--- src/rtl/rr_mux.sv ---
// N-channel, W-bit registered mux with valid/ready handshake and round-robin grant.
// Define RR_MUX_FIXED_PRIO_EN for lowest-index-wins fixed priority (no rotating pointer).
module rr_mux #(
  parameter  int WIDTH    = 8,
  parameter  int CHANNELS = 4,
  localparam int CW       = (CHANNELS > 2) ? $clog2(CHANNELS) : 1
) (
  input  logic                      clk,
  input  logic                      rst_n,
  input  logic [CHANNELS-1:0]       in_valid,
  input  logic [CHANNELS*WIDTH-1:0] in_data,
  output logic [CHANNELS-1:0]       in_ready,
  output logic                      out_valid,
  output logic [WIDTH-1:0]          out_data,
  output logic [CW-1:0]             out_chan,
  input  logic                      out_ready
);

  logic                ld;
  logic                found;
  logic [CHANNELS-1:0] grant;
  logic [CW-1:0]       gidx;
  logic [WIDTH-1:0]    gdata;
  logic [CW-1:0]       ptr;
  logic                xfer;
  int                  idx;

  assign ld = ~out_valid | out_ready;

  // Scan ptr, ptr+1, ... with explicit wrap so non-power-of-two counts work.
  always_comb begin
    found = 1'b0;
    grant = '0;
    gidx  = '0;
    gdata = '0;
    idx   = 0;
    for (int k = 0; k < CHANNELS; k++) begin
      idx = int'(ptr) + k;
      if (idx >= CHANNELS) idx = idx - CHANNELS;
      if (!found && in_valid[idx]) begin
        found      = 1'b1;
        grant[idx] = 1'b1;
        gidx       = CW'(idx);
        gdata      = in_data[idx*WIDTH +: WIDTH];
      end
    end
  end

  // Held low during reset so no producer sees a phantom accept.
  assign in_ready = (ld && rst_n) ? grant : '0;
  assign xfer     = ld & found;

  always_ff @(posedge clk or negedge rst_n) begin
    if (!rst_n) begin
      out_valid <= 1'b0;
      out_data  <= '0;
      out_chan  <= '0;
    end else if (xfer) begin
      out_valid <= 1'b1;
      out_data  <= gdata;
      out_chan  <= gidx;
    end else if (out_valid && out_ready) begin
      out_valid <= 1'b0;
    end
  end

`ifdef RR_MUX_FIXED_PRIO_EN
  assign ptr = '0;
`else
  always_ff @(posedge clk or negedge rst_n) begin
    if (!rst_n)
      ptr <= '0;
    else if (xfer)
      ptr <= (gidx == CW'(CHANNELS-1)) ? '0 : gidx + 1'b1;
  end
`endif

endmodule

--- config.mk ---
export PLATFORM = sky130hd
export DESIGN_NAME = rr_mux
export DESIGN_NICKNAME = d
export VERILOG_FILES = /design/src/rtl/rr_mux.sv
export SDC_FILE = /design/constraint.sdc
export NUM_CORES = 1
export LEC_CHECK = 0
export CAP_MARGIN = 20
export CORE_MARGIN = 5
export CORE_UTILIZATION = 30
export DETAILED_ROUTE_END_ITERATION = 16
export PLACE_DENSITY_LB_ADDON = 0.3
export SLEW_MARGIN = 20
export SYNTH_ARGS = -nofsm -noshare
export SYNTH_HDL_FRONTEND = slang
export SYNTH_SLANG_ARGS = --single-unit
--- constraint.sdc ---
create_clock -name clk -period 3.4 [get_ports clk]
set_input_delay 0.34 -clock clk [delete_from_list [all_inputs] [get_ports clk]]
set_output_delay 0.34 -clock clk [all_outputs]
set_load 0.005 [all_outputs]
Word level (Yosys, flattened, before mapping)
Cells that the tools add are included.

Flip-flop bits (word level): 13. Input bits: 39. Output and inout bits: 15. Logic and storage cells: 92.

Add/subtract/negate cells: 8. $lt $le $gt $ge: 12. Equality and inequality tests: 1. Shifts and indexed selects: 4. Multiplexer cells: 44. Bitwise operators: 6. Reduce and logical (&&, ||, !) cells: 13.

Operator list (number): >= comparator 32 x 1 -> 1 bit (second input constant) (4); less-than comparator 32 x 4 -> 1 bit (second input constant) (4); two-way mux 32 bit (4); variable part select 32 x 32 -> 8 bit (4); two-way mux 8 bit (4); two-way mux 4 bit (5); two-way mux 1 bit (18); OR 4 bit (3); subtractor 3 x 3 -> 4 bit (second input constant) (3); two-way mux 2 bit (5); >= comparator 3 bit (second input constant) (3); logical AND 1 bit (9); binary-select mux 1 bit (select 2 bit) (4); demux 1 bit (select 2 bit) (4); adder 2 x 2 -> 3 bit (second input constant) (2); subtractor 2 x 3 -> 4 bit (second input constant) (1); adder 2 x 1 -> 3 bit (second input constant) (1); >= comparator 2 x 3 -> 1 bit (second input constant) (1); zero test 1 bit (3); adder 2 x 1 -> 2 bit (second input constant) (1); == test 2 bit (second input constant) (1); nonzero test 2 bit (1); bitwise AND 1 bit (1); NOT 1 bit (1); OR 1 bit (1).

Depth between registers and ports, before layout
Gate-level depths: netlist of run 1.

Depth after elaboration: 17. Mapped depth: 13. Depth with buffers taken out: 10.

Worst setup path after synthesis of run 1
OpenSTA, ideal clock, no wires.

Path kind: reg2out. Start point: register ptr[0]. End point: output port in_ready[0]. Arrival time: 3.131 ns. Required time: 3.060 ns. Setup slack: -0.071 ns. Stages on the path, launching flop included: 12. Path buffers: 4. Path through: dfrtp_1 > buf_6 > buf_2 > buf_2 > inv_1 > ha_1 > mux4_2 > nor2b_1 > buf_2 > a22oi_1 > or2_2 > a21oi_1.

Longest elaborated chain between the ends: 16. Elaborated cells on any way between the ends: 64. Those cells by class: add/sub (7); order compare (12); mux (32); bitwise (3); reduce/logical (10).

Ends and longest elaborated chain: start: declaration (RTL line 24) `logic [CW-1:0] ptr;`; start signal: assignment (RTL line 74) `ptr <= (gidx == CW'(CHANNELS-1)) ? '0 : gidx + 1'b1;`; branches (longest 14 deep; another with >= comparator 32 x 1 -> 1 bit); two-way mux 4 bit * (RTL line 40) `if (!found && in_valid[idx]) begin`; two-way mux 4 bit * (RTL line 50) `assign in_ready = (ld && rst_n) ? grant : '0;`; end: declaration (RTL line 12) `output logic [CHANNELS-1:0] in_ready,`.

Mark *: on every way between the ends. The select of a mux whose other input is x is not followed.

Worst setup path in the final report of run 1
Start point: register ptr[0]. End point: output port in_ready[1].

Same word-level chain as after synthesis.

==> results of run 1 <==
layer usage:
layer  global-route usage  up-vias
met3               0.0238        2
met5                    0        -
met4               0.0223        0
li1                     -      916
met2                0.212       51
met1                0.203      966
flip-flops by register name, summed over array words and instances, names as in the netlist:
| name | count |
|---|---|
| out_valid | 1 |
| out_chan | 2 |
| out_data | 8 |
| ptr | 2 |
worst max path at each step:
stage                      startpoint     endpoint  cells after the start
after global placement    in_valid[0]  in_ready[3]                      7
after global routing           ptr[0]  in_ready[1]                      8
after floorplan                ptr[0]  in_ready[0]                     11
final                          ptr[0]  in_ready[1]                      8
after detailed placement  in_valid[0]  in_ready[1]                      7
after CTS                      ptr[0]  in_ready[1]                      8
power by group through the flow:
stage / clock, mW / sequential [mW] / combinational (mW)
detailed placement: 0 / 0.283 / 2.12
finish: 0.136 / 0.278 / 2.12
global route: 0.152 / 0.291 / 2.33
CTS: 0.142 / 0.281 / 2.13
floorplan: 0 / 0.287 / 1.54
global placement: 0 / 0.280 / 2.10
critical path: stages (launching register included):
cell	delay [ns]
sky130_fd_sc_hd__dfrtp_2	0.36
sky130_fd_sc_hd__inv_1	0.09
sky130_fd_sc_hd__ha_1	0.33
sky130_fd_sc_hd__mux4_2	0.53
sky130_fd_sc_hd__nor2b_2	0.26
sky130_fd_sc_hd__a22oi_1	0.10
sky130_fd_sc_hd__or2_2	0.28
sky130_fd_sc_hd__a21oi_1	0.12
sky130_fd_sc_hd__clkdlybuf4s50_1	0.51
cell type report:
cell class / count / area [µm²]
Sequential cell: 13 / 327
Tap cell: 80 / 100
Clock buffer: 4 / 45.0
Fill cell: 686 / 3970
Timing Repair Buffer: 68 / 643
Inverter: 12 / 45.0
Multi-Input combinational cell: 156 / 1550
cells by family after synthesis:
| logic type | count (synthesis) |
|---|---|
| AO/OA/AOI/OAI | 63 |
| buffers and inverters | 33 |
| flip-flops | 13 |
| AND/OR/NAND/NOR | 39 |
| multiplexers | 47 |
| adder cells (fa/ha/maj) | 7 |
synth_stat cells, types with 2 or more instances:
cell                       number
sky130_fd_sc_hd__a211o_1        8
sky130_fd_sc_hd__a211oi_1       8
sky130_fd_sc_hd__a21oi_1       13
sky130_fd_sc_hd__a22oi_1        8
sky130_fd_sc_hd__a31oi_1       10
sky130_fd_sc_hd__buf_1          2
sky130_fd_sc_hd__buf_2          9
sky130_fd_sc_hd__buf_6          2
sky130_fd_sc_hd__clkbuf_1       8
sky130_fd_sc_hd__dfrtp_1       13
sky130_fd_sc_hd__ha_1           7
sky130_fd_sc_hd__inv_1         12
sky130_fd_sc_hd__mux2_2         3
sky130_fd_sc_hd__mux2i_1       16
sky130_fd_sc_hd__mux4_2        28
sky130_fd_sc_hd__nand2_1       15
sky130_fd_sc_hd__nor2_1        10
sky130_fd_sc_hd__nor2b_1        2
sky130_fd_sc_hd__o221ai_1       8
sky130_fd_sc_hd__or2_2          6
through the flow:
step                      setup WS, ns  area, µm²
after floorplan                 0.0229       2030
after CTS                        0.111       2700
after global routing            0.0614       2710
after global placement           0.332       2660
final                            0.247       2710
after detailed placement         0.295       2660
what timing repair did:
action | 4_1_cts | 5_1_grt
hold buffers | 0 | 0
setup endpoints to repair | 0 | 4
setup buffers | 0 | 0
gates resized for setup | 0 | 1
==> impl_metrics.tcl, run 1 <==
set metrics [dict create \
    min-delay-path-class "input pin to async pin" \
    yosys_most_used_dff "sky130_fd_sc_hd__dfrtp_1" \
    critPathLaunchType "flop" \
    wl_per_cell_um 16.7 \
    clock_power_share 0.054 \
    syn2layout_area_growth_pct 33.9 \
    cts-root-to-sink-buffers 2 \
    netlist.area_leader.share 0.311 \
    yosys_cell_types 34 \
    postSynthNetCount 248 \
    setup_violations 0 \
    global_route_wire_length_before_repair_um 9440 \
    die_height_um 92.2 \
    first_iter_violations 91 \
    most_used_cells_in_the_layout_excluding_fill_and_tap_cells "sky130_fd_sc_hd__clkdlybuf4s50_1 (53), sky130_fd_sc_hd__mux4_2 (28), sky130_fd_sc_hd__mux2i_1 (16), sky130_fd_sc_hd__nand2_1 (15), sky130_fd_sc_hd__buf_4 (14)" \
    synth-warning-count 0 \
    port_buffers 53 \
    end_kind "output pin" \
    p_int_mw 1.40 \
    vdd.ir_drop.worst_uv 511 \
    cts_tree "done" \
    initial_core_util 0.303 \
    cts_htree_levels 1 \
    tightest_slew_ns 0.711 \
    fin_crit_sh 0.927 \
    io-pin-count 54 \
    finalNetCount 300 \
    drt_pre_antenna_iters 5 \
    synth_async_sr_flop_share 1.00 \
    postSynthRegisterBits 13 \
    finalHoldViolCount 0 \
    finalSetupTns_ns 0 \
    routed_via_density 5.81 \
    synth_enable_flop_cells 0 \
    comb_power_share 0.837 \
    power.switching_fraction 0.448 \
    r2r-start "ptr[0]" \
    via_count_of_the_first_global_routing_pass 1892 \
    synth_top_family_by_area "multiplexers" \
    crit_type "flop to output pin" \
    avgSynthCellArea_um2 10.0 \
    stdcell_count 333 \
    timing.clock.skew_ns 0.00209 \
    power-per-cell-area_nw_per_um2 934 \
    cts_inserted_buffers 3 \
    synth_cells 202 \
    floorplan.core_area_um2 6680 \
    outcome "complete, no violations" \
    clkTransAtPathRegs_ns 0.05 \
    vias 1935 \
    switching_power_mw 1.14 \
    r2r.worst_path.cells 9 \
    route.met2.wl_um 2630 \
    synth_sequential_area_ratio 0.161 \
    synth_adder_area_share 0.0432 \
    synth.top_cells.by_area "sky130_fd_sc_hd__mux4_2 (31%), sky130_fd_sc_hd__dfrtp_1 (16%), sky130_fd_sc_hd__mux2i_1 (7.9%)" \
    wirelength_met1_um 2630 \
    critPathArrivalTime_ns 2.81 \
    syn-cell-area_um2 2030 \
    tightest_hold_margin_ns 0.412 \
    grt_setup_unrepaired "no" \
    cp.required_ns 3.06 \
    critPathMaxFanout 6 \
    initial_antenna_violation_count 0 \
    max_slew_margin 0.526 \
    grt_start_max_net_pins 51 \
    rd_place_congestion 0.777 \
    synth_compound_gate_area_share 0.223 \
    clk_root_buffer_cell "sky130_fd_sc_hd__clkbuf_8" \
    number_of_clock_sinks_seen_by_cts 13 \
    rr_endpoint "ptr[0]" \
    clock_insertion_delay_worst_skew_ns 0.24 \
    fmaxAchievable_mhz 317 \
    yosysTopAreaCell "sky130_fd_sc_hd__mux4_2" \
    most_common_cell_after_layout_fill_and_taps_aside "sky130_fd_sc_hd__clkdlybuf4s50_1" \
    share_seq_of_total_power 0.110 \
    synth_xor_area_frac 0 \
    final_hpwl_from_detailed_placement_um 4270 \
    final_core_utilization 0.406 \
    die_width_um 92.2 \
    overall_die_area_um2 8500 \
    power_total_mw 2.53 \
    grt_usage 0.137 \
    highest-signal-layer "met4" \
    drive_gt1_frac 0.237 \
    fin_crit_ns 3.15 \
    leakage_nw 1.01 \
    r2r_slack_ns 0.67 \
    met3_length_um 270 \
    synth.mux.area_fraction 0.407 \
    antenna_cells_inserted 0 \
    dp_cells 328 \
    totalWireLength_um 5560 \
    grt_remaining_overflow 0 \
    drc_errors 0 \
    timing.max_cap.violations 0 \
    std_cell_rows 30 \
    slew_viol_final 0 \
    detail-route-antenna-nets 0 \
    yosys.area_share.simple 0.0920 \
]
(Power assumes the default switching activity.)
==> run 2: changes to the inputs <==
- CAP_MARGIN: 20 -> 0
- CTS_CLUSTER_DIAMETER: unset -> 60
- clock period: 3.4 -> 3.27 ns (I/O delays scaled with it)
==> run 2 against run 1 <==
Net effect: critical path depth did not move; worst setup slack got worse by 0.10 ns; sequential share of layout area fell by 0.077 points; via count fell by 1.1%; global-route usage fell by 0.40 points; clock skew rose by 0.0011 ns; combinational power rose by 6%; highest routed layer unchanged; core utilization rose by 0.26 points; power rose by 5.5%; final cell count rose by 0.30%; largest cell class unchanged; flip-flop and latch count did not move; clock power rose by 5%.
==> impl_metrics.tcl, run 2 (synthesis results as in run 1) <==
set metrics [dict create \
    largest_registers "out_data (8), out_chan (2), ptr (2)" \
    clock_insertion_delay_worst_skew_ns 0.24 \
    port_buffers 53 \
    finalNetCount 301 \
    floorplan.core_area_um2 6680 \
    fin_crit_sh 0.955 \
    die_height_um 92.2 \
    clkTransAtPathRegs_ns 0.06 \
    rd_place_congestion 0.815 \
    die_width_um 92.2 \
    timing.max_cap.violations 0 \
    crit_path_max_incr_delay_ns 0.57 \
    r2r_slack_ns 0.31 \
    postCtsHoldBufs 0 \
    vdd.ir_drop.worst_uv 406 \
    setup_violations 0 \
    tightest_slew_ns 0.912 \
    initial_core_util 0.303 \
    grt_setup_unrepaired "no" \
    slew_viol_final 0 \
    cp_top_family "buffers and inverters" \
    critical_path.cell_chain "inv_1, ha_1, mux4_2, or2_1, nor2_4, a22oi_1, a21oi_1, clkdlybuf4s50_1" \
    outcome "complete, no violations" \
    power-per-cell-area_nw_per_um2 980 \
    drt_pre_antenna_iters 4 \
    rr_endpoint "ptr[0]" \
    fmaxAchievable_mhz 320 \
    final.setup.worst_slack_ns 0.146 \
    most_used_cells_in_the_layout_excluding_fill_and_tap_cells "sky130_fd_sc_hd__clkdlybuf4s50_1 (53), sky130_fd_sc_hd__mux4_2 (28), sky130_fd_sc_hd__mux2i_1 (16), sky130_fd_sc_hd__buf_4 (16), sky130_fd_sc_hd__nand2_1 (15)" \
    placedInstanceArea_um2 2670 \
    grt_usage 0.133 \
    via_count_of_the_first_global_routing_pass 1912 \
    overall_die_area_um2 8500 \
    grt_remaining_overflow 0 \
    std_cell_rows 30 \
    cts_htree_levels 1 \
    grt_start_max_net_pins 50 \
    preCtsSetupSlack_ns 0.168 \
    cts_tree "done" \
    antenna_cells_inserted 0 \
    end_kind "output pin" \
    r2r-start "ptr[0]" \
    largest_reg_flops 8 \
    first_iter_violations 126 \
    detail-route-antenna-nets 0 \
    number_of_clock_sinks_seen_by_cts 13 \
    cp.required_ns 2.94 \
    totalWireLength_um 5530 \
    finalSetupTns_ns 0 \
    min-delay-path-class "input pin to async pin" \
    crit_type "flop to output pin" \
    critPathMaxFanout 5 \
    critPathSlowestCell "sky130_fd_sc_hd__mux4_2" \
    fin_crit_ns 3.12 \
    cts-root-to-sink-buffers 2 \
    r2r.worst_path.cells 9 \
    drive_gt1_frac 0.240 \
    clk_root_buffer_cell "sky130_fd_sc_hd__clkbuf_8" \
    largest-register "out_data" \
    global_route_wire_length_before_repair_um 9500 \
    routed_via_density 5.73 \
    wl_per_cell_um 16.5 \
    critPathArrivalTime_ns 2.80 \
    cts_inserted_buffers 3 \
    timing.critical_path.buf_inv 2 \
    leakage_nw 1.02 \
    io-pin-count 54 \
    initial_antenna_violation_count 0 \
    drc_errors 0 \
    max_slew_margin 0.392 \
    finalInstanceArea_um2 2730 \
    critPathLaunchType "flop" \
    most_common_cell_after_layout_fill_and_taps_aside "sky130_fd_sc_hd__clkdlybuf4s50_1" \
    final_hpwl_from_detailed_placement_um 4320 \
    vias 1914 \
    syn2layout_area_growth_pct 34.8 \
    timing.clock.skew_ns 0.00317 \
    final_core_utilization 0.409 \
    finalHoldViolCount 0 \
]
==> run 2: cell types whose count changed in the layout (fill, tap and decap cells not counted) <==
cell	change
sky130_fd_sc_hd__nor2b_2	-1
sky130_fd_sc_hd__nor2b_4	+1
sky130_fd_sc_hd__clkbuf_4	-1
sky130_fd_sc_hd__nor2_4	+1
sky130_fd_sc_hd__nor2_2	-1
sky130_fd_sc_hd__buf_4	+2
==> run 2: layer usage <==
metal / wire length, µm / GRT usage / vias to the layer above
met4: 56 / 0.0297 / 0
met1: 2680 / 0.204 / 933
met3: 279 / 0.0156 / 6
li1: - / - / 917
met5: 0 / 0 / -
met2: 2510 / 0.199 / 58
==> run 2: final cells by class <==
class	instances	area (µm²)
Tap cell	80	100
Sequential cell	13	327
Clock buffer	4	45.0
Multi-Input combinational cell	156	1560
Fill cell	667	3950
Timing Repair Buffer	69	651
Inverter	12	45.0
==> run 2: worst max-delay path by stage <==
stage	start	end	cells past startpoint
floorplan	ptr[0]	ptr[0]	12
global placement	in_valid[0]	in_ready[1]	7
detailed placement	in_valid[1]	in_ready[0]	7
CTS	ptr[0]	in_ready[0]	8
global route	ptr[0]	in_ready[1]	8
finish	ptr[0]	in_ready[0]	8
==> run 2: timing repair <==
item | in CTS | in global routing
endpoints found under the setup margin | 4 | 5
resized for setup | 1 | 2
buffers inserted | 0 | 1
pin swaps | 0 | 0
==> run 2: through the flow <==
stage	hold WS, ns	cells	power (mW)
finish	0.394	334	2.67
global route	0.425	334	2.92
CTS	0.406	333	2.66
detailed placement	0.506	329	2.49
global placement	0.496	329	2.49
floorplan	0.0314	202	1.91
==> run 2: power breakdown <==
| part | switching (mW) | total [mW] | internal (mW) |
|---|---|---|---|
| Combinational | 1.09 | 2.24 | 1.15 |
| Clock | 0.0572 | 0.143 | 0.0861 |
| Sequential | 0.0427 | 0.287 | 0.245 |
| Total | 1.19 | 2.67 | 1.48 |
==> run 3: changes to the inputs <==
- RECOVER_POWER: unset -> 100
==> run 3 against run 2 <==
Net effect: combinational power barely moved; critical path type unchanged; routed wire length decreased by 0.11%; flip-flop and latch count is the same; core utilization shrank 0.056 points; critical endpoint unchanged; critical path depth stayed put; first-iteration DRC count unchanged; register-to-register slack is essentially flat; sequential share of layout area about the same; highest routed layer unchanged; sequential power hardly changed; design area shrank 0.14%; largest cell class unchanged; worst setup slack got worse by 0.0056 ns.
==> impl_metrics.tcl, run 3 (synthesis results as in run 1) <==
set metrics [dict create \
    timing.clock.skew_ns 0.00317 \
    leakage_nw 1.01 \
    fillers 669 \
    drt_pre_antenna_iters 4 \
    outcome "complete, no violations" \
    critPathMaxFanout 5 \
    overall_die_area_um2 8500 \
    grt_most_used_layer "met1" \
    cp.required_ns 2.94 \
    detail-route-antenna-nets 0 \
    power-per-cell-area_nw_per_um2 971 \
    largest_reg_flops 8 \
    finalNetCount 301 \
    drive_gt1_frac 0.236 \
    port_buffers 53 \
    finalSetupTns_ns 0 \
    syn2layout_area_growth_pct 34.6 \
    clock_insertion_delay_worst_skew_ns 0.24 \
    cts_inserted_buffers 3 \
    hold-path-endpoint "out_chan[1]" \
    std_cell_rows 30 \
    max_slew_margin 0.392 \
    critPathLaunchType "flop" \
    cts_tree "done" \
    most_common_cell_after_layout_fill_and_taps_aside "sky130_fd_sc_hd__clkdlybuf4s50_1" \
    critPathSlowestCell "sky130_fd_sc_hd__mux4_2" \
    slew_viol_final 0 \
    gr-usage-met2 0.199 \
    cts_htree_levels 1 \
    largest_registers "out_data (8), out_chan (2), ptr (2)" \
    holdCritStartpoint "out_chan[1]" \
    crit_path_max_incr_delay_ns 0.57 \
    rd_place_congestion 0.815 \
    fin_crit_sh 0.957 \
    multi_input_comb_area_um2 1560 \
    setup_violations 0 \
    power_total_mw 2.65 \
    fmaxAchievable_mhz 320 \
    tightest_slew_ns 0.912 \
    vias 1915 \
    critical_path.cell_chain "inv_1, ha_1, mux4_2, or2_1, nor2_4, a22oi_1, a21oi_1, clkdlybuf4s50_1" \
    die_height_um 92.2 \
    largest-register "out_data" \
    first_iter_violations 126 \
    r2r_slack_ns 0.30 \
    clk_root_buffer_cell "sky130_fd_sc_hd__clkbuf_8" \
    die_width_um 92.2 \
    rr_endpoint "ptr[0]" \
    initial_core_util 0.303 \
    grt_remaining_overflow 0 \
    r2r-start "ptr[0]" \
    drc_errors 0 \
    cts-root-to-sink-buffers 2 \
    min-delay-path-class "flop to flop" \
    r2r.worst_path.cells 9 \
    clkTransAtPathRegs_ns 0.06 \
    finalHoldViolCount 0 \
    critPathArrivalTime_ns 2.80 \
    grt_usage 0.133 \
    vdd.ir_drop.worst_uv 407 \
    totalWireLength_um 5520 \
    most_used_cells_in_the_layout_excluding_fill_and_tap_cells "sky130_fd_sc_hd__clkdlybuf4s50_1 (41), sky130_fd_sc_hd__mux4_2 (28), sky130_fd_sc_hd__mux2i_1 (16), sky130_fd_sc_hd__nand2_1 (15), sky130_fd_sc_hd__buf_4 (15)" \
    end_kind "output pin" \
    number_of_clock_sinks_seen_by_cts 13 \
    grt_start_max_net_pins 50 \
    combined_flip_flop_and_latch_cell_area_um2 327 \
    groute.layer.met3.usage 0.0156 \
    timing.max_cap.violations 0 \
    final_hpwl_from_detailed_placement_um 4320 \
    hold_critical_path_depth 1 \
    global_route_wire_length_before_repair_um 9500 \
    grt_setup_unrepaired "no" \
    crit_type "flop to output pin" \
    io-pin-count 54 \
    wl_per_cell_um 16.5 \
    gr-usage-met1 0.204 \
    initial_antenna_violation_count 0 \
    antenna_cells_inserted 0 \
    routed_via_density 5.73 \
    final_core_utilization 0.408 \
    fin_crit_ns 3.13 \
    floorplan.core_area_um2 6680 \
    via_count_of_the_first_global_routing_pass 1912 \
]
## run 3: routing by layer
layer / share of wire / up-vias / routed length [µm]
met1: 0.49 / 931 / 2690
li1: - / 916 / -
met3: 0.051 / 6 / 284
met4: 0.010 / 0 / 57
met2: 0.45 / 62 / 2490
met5: 0 / - / 0
## run 3: worst max-delay path by stage
| stage | start | cells after the start | slack, ns | to |
|---|---|---|---|---|
| after floorplan | ptr[0] | 12 | 0.04 | ptr[0] |
| after global placement | in_valid[0] | 7 | 0.21 | in_ready[1] |
| after detailed placement | in_valid[1] | 7 | 0.17 | in_ready[0] |
| after CTS | ptr[0] | 8 | 0.08 | in_ready[0] |
| after global routing | ptr[0] | 8 | 0.0001 | in_ready[1] |
| final | ptr[0] | 8 | 0.14 | in_ready[0] |
## run 3: timing repair
| action | in CTS | in global routing |
|---|---|---|
| setup endpoints to repair | 4 | 5 |
| resized for setup | 1 | 2 |
| hold buffers | 0 | 0 |
| buffers inserted | 0 | 1 |
## run 3: critical path, delay by kind of cell, from the launching register on
kind | cells | cell delay (ns)
AOI/OAI and AO/OA | 2 | 0.27
adders and majority gates | 1 | 0.33
buffers and inverters | 2 | 0.61
DFF | 1 | 0.35
muxes | 1 | 0.57
and+or+nand+nor | 2 | 0.44
## run 3: metrics by stage
step	std cells	setup slack, ns	hold WS, ns	instance area (µm²)
after floorplan	202	0.0432	0.0314	2040
after global placement	329	0.210	0.496	2670
after detailed placement	329	0.168	0.506	2670
after CTS	333	0.0782	0.406	2710
after global routing	334	0.000127	0.530	2730
final	334	0.140	0.515	2730
## run 3: power breakdown
part           switching, mW  internal (mW)  leakage (nW)
logic                   1.09           1.12         0.846
clock network         0.0572         0.0861        0.0228
registers             0.0400          0.244         0.145
total                   1.19           1.46          1.01
## run 3: layout make-up
class,instances,area share
Tap cell,80,0.0367
Timing Repair Buffer,69,0.237
Multi-Input combinational cell,156,0.573
Inverter,12,0.0165
Clock buffer,4,0.0165
Sequential cell,13,0.120
